--- src/rtl/cmd_sequence_player.sv ---
// cmd_sequence_player: plays back a stored list of 2-bit direction commands.
// Each command is fetched from a synchronous-read RAM and shown on the 7-seg
// digits and LEDs for DELAY_CYCLES cycles. The fetch and latch cycles add two
// more cycles, so each command takes DELAY_CYCLES+2 cycles in total.
module cmd_sequence_player #(
  parameter int unsigned ADDR_W       = 8,
  parameter int unsigned DELAY_CYCLES = 50_000_000,
  parameter int unsigned TMR_W        = $clog2(DELAY_CYCLES)
) (
  input  logic              clk,
  input  logic              rst,
  input  logic              start,
  input  logic              abort,
  input  logic [ADDR_W:0]   cmd_count,
  output logic              rd_en,
  output logic [ADDR_W-1:0] rd_addr,
  input  logic [1:0]        rd_data,
  output logic              busy,
  output logic              done,
  output logic [ADDR_W-1:0] cur_index,
  output logic [6:0]        HEX0,
  output logic [6:0]        HEX1,
  output logic [6:0]        HEX2,
  output logic [6:0]        HEX3,
  output logic [17:0]       LEDR
);

  // DELAY_CYCLES=1 gives a zero-width timer; keep at least one bit
  localparam int unsigned TW = (TMR_W < 1) ? 1 : TMR_W;
  localparam logic [TW-1:0] TMR_LAST = TW'(DELAY_CYCLES - 1);

  localparam logic [6:0] SEG_BLANK = 7'h7F;
  localparam logic [6:0] SEG_F     = 7'b0001110;
  localparam logic [6:0] SEG_R     = 7'b0101111;
  localparam logic [6:0] SEG_L     = 7'b1000111;
  localparam logic [6:0] SEG_B     = 7'b0000011;

  typedef enum logic [2:0] {
    S_IDLE,
    S_FETCH,
    S_LATCH,
    S_HOLD,
    S_DONE
  } state_t;

  state_t            state, state_n;
  // idx and count carry one extra bit so a full 256-entry list never wraps
  logic [ADDR_W:0]   idx, idx_n, idx_inc;
  logic [ADDR_W:0]   count, count_n;
  logic [TW-1:0]     timer, timer_n;
  logic              rd_en_n;
  logic [ADDR_W-1:0] rd_addr_n;
  logic [ADDR_W-1:0] cur_index_n;
  logic [6:0]        hex0_n, hex1_n, hex2_n, hex3_n;
  logic [17:0]       ledr_n;

  assign busy = (state == S_FETCH) || (state == S_LATCH) || (state == S_HOLD);
  assign done = (state == S_DONE);

  // State and all registered outputs
  always_ff @(posedge clk or posedge rst) begin
    if (rst) begin
      state     <= S_IDLE;
      idx       <= '0;
      count     <= '0;
      timer     <= '0;
      rd_en     <= 1'b0;
      rd_addr   <= '0;
      cur_index <= '0;
      HEX0      <= SEG_BLANK;
      HEX1      <= SEG_BLANK;
      HEX2      <= SEG_BLANK;
      HEX3      <= SEG_BLANK;
      LEDR      <= '0;
    end else begin
      state     <= state_n;
      idx       <= idx_n;
      count     <= count_n;
      timer     <= timer_n;
      rd_en     <= rd_en_n;
      rd_addr   <= rd_addr_n;
      cur_index <= cur_index_n;
      HEX0      <= hex0_n;
      HEX1      <= hex1_n;
      HEX2      <= hex2_n;
      HEX3      <= hex3_n;
      LEDR      <= ledr_n;
    end
  end

  // Next-state and next-output logic; rd_en is set on entry to FETCH so it
  // is high for exactly the FETCH cycle
  always_comb begin
    state_n     = state;
    idx_n       = idx;
    count_n     = count;
    timer_n     = timer;
    rd_en_n     = 1'b0;
    rd_addr_n   = rd_addr;
    cur_index_n = cur_index;
    hex0_n      = HEX0;
    hex1_n      = HEX1;
    hex2_n      = HEX2;
    hex3_n      = HEX3;
    ledr_n      = LEDR;
    idx_inc     = idx + 1'b1;

    if (abort) begin
      state_n = S_IDLE;
      hex0_n  = SEG_BLANK;
      hex1_n  = SEG_BLANK;
      hex2_n  = SEG_BLANK;
      hex3_n  = SEG_BLANK;
      ledr_n  = '0;
    end else begin
      case (state)
        S_IDLE, S_DONE: begin
          if (start) begin
            if (cmd_count == '0) begin
              state_n = S_DONE;
            end else begin
              state_n   = S_FETCH;
              count_n   = cmd_count;
              idx_n     = '0;
              rd_en_n   = 1'b1;
              rd_addr_n = '0;
            end
          end
        end
        S_FETCH: begin
          state_n = S_LATCH;
        end
        S_LATCH: begin
          state_n     = S_HOLD;
          timer_n     = '0;
          cur_index_n = idx[ADDR_W-1:0];
          hex0_n      = SEG_BLANK;
          hex1_n      = SEG_BLANK;
          hex2_n      = SEG_BLANK;
          hex3_n      = SEG_BLANK;
          case (rd_data)
            2'b00: begin hex2_n = SEG_F; ledr_n = 18'h00F0F; end
            2'b01: begin hex0_n = SEG_R; ledr_n = 18'h00F0C; end
            2'b10: begin hex1_n = SEG_L; ledr_n = 18'h00C0F; end
            default: begin hex3_n = SEG_B; ledr_n = 18'h0F0F0; end
          endcase
        end
        S_HOLD: begin
          timer_n = timer + 1'b1;
          if (timer == TMR_LAST) begin
            if (idx == count - 1'b1) begin
              state_n = S_DONE;
              hex0_n  = SEG_BLANK;
              hex1_n  = SEG_BLANK;
              hex2_n  = SEG_BLANK;
              hex3_n  = SEG_BLANK;
              ledr_n  = '0;
            end else begin
              state_n   = S_FETCH;
              idx_n     = idx_inc;
              rd_en_n   = 1'b1;
              rd_addr_n = idx_inc[ADDR_W-1:0];
            end
          end
        end
        default: begin
          state_n = S_IDLE;
        end
      endcase
    end
  end

endmodule
--- config.mk ---
export PLATFORM = sky130hd
export DESIGN_NAME = cmd_sequence_player
export DESIGN_NICKNAME = d
export VERILOG_FILES = /design/src/rtl/cmd_sequence_player.sv
export SDC_FILE = /design/constraint.sdc
export NUM_CORES = 1
export LEC_CHECK = 0
export ABC_AREA = 1
export CORE_ASPECT_RATIO = 0.75
export CORE_MARGIN = 5
export CORE_UTILIZATION = 45
export DETAILED_ROUTE_END_ITERATION = 12
export PLACE_DENSITY = 0.71
export SETUP_SLACK_MARGIN = 0.02
export SLEW_MARGIN = 20
export SYNTH_ARGS = -nofsm -noshare
export SYNTH_HDL_FRONTEND = slang
export SYNTH_SLANG_ARGS = --single-unit
--- constraint.sdc ---
create_clock -name clk -period 2.83 [get_ports clk]
set_input_delay 0.849 -clock clk [delete_from_list [all_inputs] [get_ports clk]]
set_output_delay 0.849 -clock clk [all_outputs]
set_load 0.02 [all_outputs]
==> results of run 1 <==
[report_power, final]
part	internal, µW	total [µW]	switching, µW
registers	1090	1290	198
clock network	771	1180	411
logic	575	1500	927
[area by class of cell]
| cell class | count | area (µm²) | share of cell area |
|---|---|---|---|
| clock buffers | 9 | 225 | 0.0452 |
| clock inverters | 7 | 95.1 | 0.0191 |
| inverters | 90 | 338 | 0.0677 |
| multi-input cells | 382 | 1850 | 0.371 |
| flip-flops and latches | 64 | 1610 | 0.322 |
| well taps | 112 | 140 | 0.0281 |
| repair buffers | 71 | 731 | 0.147 |
[flip-flops by register name (all words and copies together), names as in the netlist, 2 cells and up]
signal / count
timer: 26
count: 9
cur_index: 8
rd_addr: 7
LEDR: 4
state: 3
idx: 2
[per-layer routing]
metal  GRT usage  vias up  part of all wire
met2       0.252      167              0.40
li1            -     1848                 -
met4      0.0472        0             0.011
met1       0.264     1657              0.49
met3      0.0496       14             0.096
met5           0        -                 0
[Yosys cell counts (all sizes together)]
cell / instances
xnor2: 2
ha: 3
nor3: 12
inv: 90
a211oi: 1
a22oi: 1
a21oi: 10
dfrtp: 60
o31ai: 3
o21ai: 50
o22ai: 3
xor2: 8
nor3b: 1
clkbuf: 4
nand4: 10
mux2i: 1
nand3: 48
nand2: 152
dfstp: 4
buf: 51
conb: 2
nor2: 57
nor4: 4
[final timing paths]
path,end,cells past startpoint
max,busy,3
min,timer[14]$_DFFE_PP0P_,1
max reg2reg,rd_addr[5]$_DFFE_PP0P_,13
min reg2reg,timer[14]$_DFFE_PP0P_,1
max in group asynchronous,rd_en$_DFF_PP0_,3
min in group asynchronous,LEDR[14]$_DFFE_PP0P_,2
[logic make-up after synthesis]
logic type | after synthesis | synth area share
XOR/XNOR | 10 | 0.0212
adder cells (fa/ha/maj) | 3 | 0.00908
AND/OR/NAND/NOR | 284 | 0.310
other | 2 | 0.00182
AO/OA/AOI/OAI | 68 | 0.0911
multiplexers | 1 | 0.00242
flip-flops | 64 | 0.389
buffers and inverters | 145 | 0.176
[metrics by stage]
step	instances	area, µm²	worst slack [ns]	hold slack, ns
2_1_floorplan	591	4190	0.390	0.460
3_3_place_gp	719	4660	0.312	0.471
3_5_place_dp	719	4660	0.248	0.477
4_1_cts	735	4980	0.0946	0.484
5_1_grt	735	4990	0.253	0.509
6_report	735	4990	0.342	0.480
[worst max-delay path: cells and delay by family (launching register included)]
family        cells  cell delay, ns
simple gates      2            0.34
buf+inv           1            0.56
flops             1            0.41
[repair_timing]
action / 4_1_cts / 5_1_grt
setup buffers: 0 / 0
resized for setup: 0 / 1
setup endpoints to repair: 0 / 1
==> results summary, run 1 <==
The run finished with clean final reports. For this run the aggregate overflow at the end of global routing stands at 0. Hold repair after CTS inserted 0 buffers.

The clock arrives with 0.00798 ns of skew. The total of max-cap violations came out at 0. The final hold violation count came out at 0. The library cells used most frequently in the layout, excluding fill and tap cells, are sky130_fd_sc_hd__nand2_1 (145), sky130_fd_sc_hd__inv_1 (85), sky130_fd_sc_hd__clkdlybuf4s50_1 (62). The die boundary height is approximately 93 µm.

In this run the tightest slew margin relative to its limit is 0.659. The source-to-sink clock delay at the later pin of the worst-skew pair came out at 0.33 ns. From left edge to right edge, the die measures 121 µm.

The final routed wire length divided by cell count came out at about 13 µm. The ratio of total power to cell area is 797 nW/µm². The leakage power summed over all cells came out at 0.00242 µW.

The core outline area is 9010 µm². The mean cell area of the mapped netlist came out at 7.16 µm². The largest voltage drop on the vdd net came out at around 350 µV. The count of nets left with antenna violations once routing finished came out at 0. On the critical path, the stage with the largest delay is an instance of sky130_fd_sc_hd__clkdlybuf4s50_1. The wire length of the first global-routing pass came out at 16.0 mm. The net count of the finished layout is between 600 and 700.

The layout overhead on the synthesized area is 20.6%. Counting the buffers created by CTS gives 9. For this run, the number of Yosys warnings is 0. Counting distinct cell types in the post-synthesis netlist gives 36. The most repeated library cell on the critical path is sky130_fd_sc_hd__nor2_1.

The final wirelength came out at 9.69 mm. The clock-pin slew reported for the worst setup and hold paths after clock tree synthesis came out at 0.06 ns. For the worst setup path, the data arrival time is approximately 1.6 ns.

The source of the critical timing path is state[0]$_DFFE_PP0P_. The via count of the first global-routing pass is ~3300. The initial core utilization is 0.459.

The largest fanout on the critical path came out at 4. The highest clock frequency the design can meet is 0.402 GHz. The final cycle utilization of the critical path came out at 0.879. sky130_fd_sc_hd__dfrtp_1 takes more of the synthesized area than any other cell. The worst setup slack for register-to-register paths is 0.64 ns. The first routing iteration left ~370 violations. The number of pins with negative max-slew slack in the final report is 0. The classification of the worst-slack hold path is reg2reg. TritonCTS built the clock tree. The number of H-tree levels came out at 3. The netlist area before placement is 4130 µm². The synthesized flop and latch total came out at 64.

The data required time of the critical path is 1.98 ns. The number of buffers added on ports is 63. The startpoint identified for the worst hold timing path is timer[14]$_DFFE_PP0P_. The tree is rooted in a sky130_fd_sc_hd__clkbuf_16.

Counting every instance in the synthesized netlist gives 577. The worst-margin pin slew came out at 0.511 ns. STA classifies the critical path startpoint as a flip-flop. By area the synthesized netlist is led by sky130_fd_sc_hd__dfrtp_1 (36%), sky130_fd_sc_hd__nand2_1 (13%), sky130_fd_sc_hd__buf_4 (8.7%), sky130_fd_sc_hd__inv_1 (7.8%), sky130_fd_sc_hd__nand3_1 (5.6%).

The fraction of the yosys area taken by sequential cells is 0.389. The overall power after layout is 3970 µW. Setup repair after global routing left no endpoint under its margin. The clock period minus worst slack is 2.49 ns. The maximum number of pins on one net before global-route repair is 24. The clock drives 64 sinks. Walking the worst path, the cells encountered are nor2_1, nor2_1, clkdlybuf4s50_1. The placer congestion estimate came out at 0.902. The fraction of the core area covered by cells at the end of the flow is 0.554. The I/O pin total came out at 80.

The worst register-to-register path begins at count[0]$_DFFE_PP0P_. The type of destination of the critical path is an output port. The initial antenna violation count was 0. Leaving out fill and tap cells, the most frequent cell in the layout is sky130_fd_sc_hd__nand2_1. The share of the synthesized area in the top cell type came out at 0.363. After floorplanning, the core was divided into 30 placement rows.

Across every metal layer, demand over resource in global routing totals 0.177. The sum of negative setup slack came out at 0 ns. The worst setup path is of the reg2out kind. Dividing the detail-routed via count by the number of cells gives 5.01. The die covers 11200 µm². The diode insertion count for antenna repair is 0.

The count of final setup violators came out at 0. The post-route DRC violation count came out at 0. The largest single stage delay on the critical path is 0.56 ns. The first TritonRoute pass finished after 5 iterations. The fraction of final layout cells sized beyond drive strength 1 is 0.104. The half-perimeter wire length after placement is 7.41 mm. The largest buffer count on any clock path came out at 2. The final-layout fill cell count is 837. The via count is between 3000 and 4000.
No activity file was read; power rests on OpenSTA's default activity.
==> run 2: changes to the inputs <==
CORE_UTILIZATION = 53   (was 45)
PLACE_DENSITY = 0.85   (was 0.71)
==> run 2 against run 1 <==
Effect of this change: setup slack got worse by 0.048 ns; total power decreased by 9.8%; first-iteration DRC count decreased by 4.9%; routed wire length increased by 2.2%; critical path depth unchanged; critical path type unchanged; largest power group unchanged.
==> results summary, run 2 (synthesized netlist as in run 1, its figures left out) <==
The floorplan step defined a die boundary enclosing 9680 µm². For this design the static power due to leakage is 0.00235 µW. The area taken by flip-flops and latches is 1610 µm². The run finished with clean final reports. The final routed wire length divided by cell count is 13.7 µm. The number of buffers added on ports is 63.

In this run, the number of DRC markers left after iteration 0 of detailed routing was 348. The initial antenna violation count is 0. Hold is met by between 0.4 and 0.5 ns. The worst setup slack for register-to-register paths came out at 0.59 ns. The signal on the critical path passes through nor2_1, nor2_1, clkdlybuf4s50_1.

The floorplan step set the die width to 112 µm. For the finished layout, the period the worst path requires is between 2 and 3 ns. Measured on the finished design, the core utilization comes to 0.646.

The ratio of routed vias to standard cells came out at 5.25. The most numerous cell type found on the critical path is sky130_fd_sc_hd__nor2_1. In this run the critical register-to-register path is captured at rd_addr[5]$_DFFE_PP0P_.

The number of H-tree levels is 3. The largest fanout on the critical path came out at 4. Entering global routing, the biggest net connects 33 pins. The detailed-routing iteration count for the pre-antenna-repair pass came out at 5. The library cell used most frequently in the layout, excluding fill and tap cells, is sky130_fd_sc_hd__nand2_1. The startpoint of the worst hold path is cur_index[7]$_DFFE_PP0P_. The total of max-cap violations is 0. The highest clock frequency the design can meet is 0.394 GHz.

The post-route worst setup slack came out at slightly below 0.3 ns. In the final layout, the share of cells above drive strength 1 is 0.103. The register with the most flip-flops in the layout has 26 of them. The number of antenna diodes in the final layout is 0. The worst hold path was traced through 2 stages. The final hold violation count came to 0. In the final layout, the registers with the most flip-flops are timer (26), count (9), cur_index (8).

After floorplanning, the core was sized to cover between 7000 and 8000 µm². The layout overhead on the synthesized area is 16.7%. In this design, the stage delay of the slowest critical-path cell is 0.65 ns. The worst setup path is of the reg2out kind.

The source-to-sink clock delay at the later pin of the worst-skew pair came out at 0.35 ns. OpenSTA, run right after detailed placement, puts the worst setup slack at 0.212 ns. The via count came out at 3805. The global router's overall resource usage is 0.213. The data required time of the critical path is 1.98 ns. The placer congestion estimate is approximately 0.92.

The via count of the first global-routing pass is 3561. The number of clock buffers inserted by TritonCTS is 9. The final-layout fill cell count came out at approximately 630. The net total in the final layout came out at 637. The clock passes through at most 2 buffers. The worst setup path is launched from a flip-flop.

The path class of the tightest hold or removal check is reg2reg. TritonCTS built the clock tree. The design draws between 3000 and 4000 µW. The leftover overflow at the end of global routing came out at 0.

The count of antenna-violating nets left after detailed routing came out at 0. Setup repair after global routing left no endpoint under its margin. Clock skew on the completed layout was measured at 0.00765 ns. The ratio of total power to cell area came out at ~740 nW/µm². The final cycle utilization of the critical path came out at 0.896.

In this run the count of I/O pins placed on the die edge is 80. More flip-flops sit in one register than any other, and that register is timer. The type of destination of the critical path is an output port. The largest voltage drop on the vdd net came out at ~370 µV. The worst register-to-register path begins at count[0]$_DFFE_PP0P_. Clock-pin slew was measured on the worst setup and hold paths at roughly 0.070 ns. The multi-input combinational cell area is roughly 1900 µm². The worst register-to-register path has a depth of 13. The signal arrival time at the worst endpoint is 1.69 ns. The top cell types in the final layout, fill and taps aside, are sky130_fd_sc_hd__nand2_1 (145), sky130_fd_sc_hd__inv_1 (85), sky130_fd_sc_hd__clkdlybuf4s50_1 (62). The initial core utilization is 0.554. For hold timing, the worst endpoint is cur_index[7]$_DFFE_PP0P_.

The number of pins with negative max-slew slack in the final report is 0. The die boundary height came out at 86.5 µm. The root buffer cell chosen for the clock tree is sky130_fd_sc_hd__clkbuf_8. The half-perimeter wire length after placement came out at between 7 and 8 mm. The total number of placement rows is 27. The post-route DRC violation count came out at 0. The sum of negative setup slack is 0 ns. The slowest stage of the critical path is the sky130_fd_sc_hd__clkdlybuf4s50_1 cell.

The first global-routing pass estimated 16.7 mm of wire. The clock sink count is 64. Setup violations remaining at the end of the flow were counted as 0. The final wirelength is 9.90 mm.
==> run 2: how the worst max path moves through the flow <==
| stage | startpoint | to | slack, ns | cells past startpoint |
|---|---|---|---|---|
| after global placement | cmd_count[7] | count[5]$_DFFE_PP0P_ | 0.32 | 9 |
| after detailed placement | cmd_count[7] | count[5]$_DFFE_PP0P_ | 0.21 | 9 |
| final | state[0]$_DFFE_PP0P_ | busy | 0.29 | 3 |
| after CTS | state[0]$_DFFE_PP0P_ | done | 0.05 | 4 |
| after floorplan | rst | LEDR[11]$_DFFE_PP0P_ | 0.39 | 1 |
| after global routing | state[0]$_DFFE_PP0P_ | busy | 0.23 | 3 |
==> run 2: cell type report <==
| cell class | count | area share |
|---|---|---|
| inverter | 90 | 0.0700 |
| sequential | 64 | 0.333 |
| tap | 101 | 0.0262 |
| clock inverter | 3 | 0.00882 |
| timing repair buffer | 72 | 0.145 |
| multi-input combinational | 382 | 0.384 |
| clock buffer | 13 | 0.0329 |
==> run 2: per-layer routing <==
layer | vias to the layer above | GRT usage | share of wire
met5 | - | 0 | 0
met4 | 0 | 0.0819 | 0.023
met3 | 27 | 0.0642 | 0.090
met2 | 171 | 0.320 | 0.43
met1 | 1764 | 0.291 | 0.46
li1 | 1843 | - | -
==> run 2: report_power, final <==
part / leakage, µW / switching (µW) / total, µW / internal (µW)
clock: 0.0000996 / 352 / 806 / 454
combinational: 0.00139 / 924 / 1490 / 569
sequential: 0.000860 / 195 / 1280 / 1090
==> run 2: timing repair <==
action / 4_1_cts / 5_1_grt
buffers inserted: 0 / 0
gates resized for setup: 0 / 1
endpoints found under the hold margin: 0 / 0
hold buffers: 0 / 0
setup endpoints to repair: 0 / 1
==> run 2: through the flow <==
| step | instance area [µm²] | cells |
|---|---|---|
| 2_1_floorplan | 4190 | 591 |
| 3_3_place_gp | 4620 | 709 |
| 3_5_place_dp | 4620 | 709 |
| 4_1_cts | 4820 | 725 |
| 5_1_grt | 4820 | 725 |
| 6_report | 4820 | 725 |
==> run 2: worst max-delay path, delay by kind of cell (launching register included) <==
kind | cells | cell delay, ns
simple gates | 2 | 0.30
buf+inv | 1 | 0.65
flops | 1 | 0.39
==> run 3: changes to the inputs <==
CAP_MARGIN = 10   (was default)
CORE_MARGIN = 2   (was 5)
==> run 3 against run 2 <==
Effect of this change: setup slack got worse by 0.019 ns; routed wire length shrank 3.9%; maximum frequency shrank 0.75%; via count decreased by 1.1%; non-clock buffer count shrank 3; core utilization decreased by 0.28 points; clock-buffer cell count down 1; final cell count shrank 0.41%; global-route usage grew 2.7 points; critical path depth unchanged; die area fell by 12%; first-iteration DRC count grew 7.5%.
==> results summary, run 3 (synthesized netlist as in run 1, its figures left out) <==
The run finished with clean final reports. TritonCTS built the clock tree. Leaving out fill and tap cells, the most frequent cell in the layout is sky130_fd_sc_hd__nand2_1. The net total in the final layout is ~630. The min-delay analysis places its worst path in the category reg2reg.

The type of destination of the critical path is an output port. The core region is 7470 µm². Across the run, the number of max-cap violations was 0. The clock sink count is 64. The leftover overflow at the end of global routing is 0. The layout overhead on the synthesized area came out at 16.2%. The largest registers in the layout are timer (26), count (9), cur_index (8). The startpoint type of the worst setup path is a flip-flop.

80 I/O pins were placed. The initial core utilization is 0.554. The setup clock skew after layout is 0.00986 ns. The number of H-tree levels is 3. The number of clock buffers inserted by TritonCTS is 9.

The switching share of total power is 0.413. The number of buffers added on ports is 63. The number of setup buffers added after CTS came out at 0. The die boundary height came out at 80.5 µm. The largest fanout on the critical path is 4.

Based on the critical path, the design can be clocked at up to 0.391 GHz. Across all setup checks in the final design, the least slack found is 0.274 ns. The leakage power summed over all cells is 0.00234 µW. Setup repair after global routing left no endpoint under its margin. The ratio of total power to cell area came out at roughly 740 nW/µm². The die covers between 8000 and 9000 µm².

The root buffer selected by CTS is sky130_fd_sc_hd__clkbuf_8. The number of flip-flops under the largest register name came out at 26. The clock period minus worst slack is 2.56 ns. timer holds more flip-flops than any other register. The hold-fix buffer count after cts came out at 0. In the final timing run, aggregate negative setup slack is 0 ns. For this run, the share of the core covered by cells in the final layout is 0.643. The count of final setup violators is 0.

The multi-input combinational cells in the finished layout cover a total of roughly 1900 µm². The worst-margin pin slew came out at 0.780 ns. The signal arrival time at the worst endpoint is 1.71 ns.

The clock-pin slew reported for the worst setup and hold paths after clock tree synthesis is 0.07 ns. The via count of the first global-routing pass came to 3451. The repair_antennas step left the layout with diodes totalling 0. The analysis attributes to net switching a power of around 1500 µW. The sequential share of power came out at 0.365. The number of pins with negative max-slew slack in the final report was 0. The area taken by flip-flops and latches came out at 1610 µm². The largest buffer count on any clock path came out at 2. The final wirelength is around 9.5 mm.

For this run, the detailed router's first-pass iteration total came to 6. The internal power contribution came out at just over 2000 µW. The global router's overall resource usage came out at 0.241.

The half-perimeter wire length after placement came out at 7.11 mm. The number of DRC violations after detailed-routing iteration 0 is 374. At the worst endpoint, the required time is 1.98 ns. The wire length of the first global-routing pass is 16.0 mm. The portion of total power attributed to the clock network came out at 0.223. The final-layout fill cell count is 662.

Of the available clock period, the critical path in the final layout requires 0.903. The fraction of final layout cells sized beyond drive strength 1 is 0.0982. The initial antenna violation count is 0. The total number of placement rows came out at 27. The proportion of power drawn by combinational gates came out at 0.412. By startpoint and endpoint, the worst setup path is classified as reg2out. The count of antenna-violating nets left after detailed routing came out at 0. The largest voltage drop on the vdd net came out at 394 µV. The post-route DRC violation count is 0. Using the TritonRoute via totals, the vias-per-cell ratio works out to ~5.2. Routability-driven placement finished with a final weighted congestion of 0.940.

Measured along the x axis, the die boundary spans ~110 µm. The relative max-transition margin is 0.480. The via count came out at approximately 3800. The worst hold slack is approximately 0.5 ns. The number of gates resized after cts came out at 0.

Before CTS, the worst setup slack after placement is around 0.22 ns. Entering global routing, the biggest net connects 40 pins. The final hold violation count is 0.

After detailed routing, the average wire length per cell comes to roughly 13 µm. The source-to-sink clock delay at the later pin of the worst-skew pair came out at about 0.36 ns. In the layout the commonest cells are sky130_fd_sc_hd__nand2_1 (145), sky130_fd_sc_hd__inv_1 (85), sky130_fd_sc_hd__clkdlybuf4s50_1 (62).
==> run 3: changes by cell type in the layout (fill, tap and decap cells not counted), sizes merged <==
cell	delta
clkinv	+2
buf	-3
clkinvlp	-1
clkbuf	-1
==> run 3: layout make-up <==
type                            count  area share
Clock inverter                      4     0.00938
Inverter                           90      0.0703
Timing Repair Buffer               69       0.144
Multi-Input combinational cell    382       0.386
Clock buffer                       12      0.0302
Tap cell                          101      0.0263
Sequential cell                    64       0.334
==> run 3: path summary, 6_finish.rpt <==
| check | from | end | slack (ns) | cells past startpoint |
|---|---|---|---|---|
| setup / recovery | state[0]$_DFFE_PP0P_ | busy | 0.27 | 3 |
| hold / removal | cur_index[5]$_DFFE_PP0P_ | cur_index[5]$_DFFE_PP0P_ | 0.49 | 2 |
| setup reg to reg | count[0]$_DFFE_PP0P_ | rd_addr[1]$_DFFE_PP0P_ | 0.60 | 13 |
| hold reg to reg | cur_index[5]$_DFFE_PP0P_ | cur_index[5]$_DFFE_PP0P_ | 0.49 | 2 |
| max in group asynchronous | rst | timer[1]$_DFFE_PP0P_ | 1.37 | 3 |
| min in group asynchronous | rst | LEDR[1]$_DFFE_PP0P_ | 0.86 | 2 |
==> run 3: per-stage QoR <==
stage / power (µW) / area [µm²] / instances
2_1_floorplan: 2350 / 4190 / 591
3_3_place_gp: 2700 / 4610 / 706
3_5_place_dp: 2740 / 4610 / 706
4_1_cts: 3540 / 4800 / 722
5_1_grt: 3790 / 4800 / 722
6_report: 3540 / 4800 / 722
==> run 3: routing by layer <==
layer	share of wire	track usage	wire [µm]	vias to the layer above
met5	0	0	0	-
met4	0.014	0.0816	132	0
met3	0.099	0.0584	938	13
met2	0.42	0.360	4010	187
met1	0.47	0.342	4440	1724
li1	-	-	-	1840
==> run 3: critical path, cell delays in order, from the launching register on <==
cell	delay (ns)
sky130_fd_sc_hd__dfrtp_1	0.41
sky130_fd_sc_hd__nor2_1	0.26
sky130_fd_sc_hd__nor2_1	0.13
sky130_fd_sc_hd__clkdlybuf4s50_1	0.56
==> run 3: power by group through the flow <==
stage	Clock [µW]	Sequential, µW	Combinational (µW)
floorplan	0	1310	1040
global placement	0	1290	1410
detailed placement	0	1300	1450
CTS	800	1290	1460
global route	842	1320	1630
finish	788	1290	1460
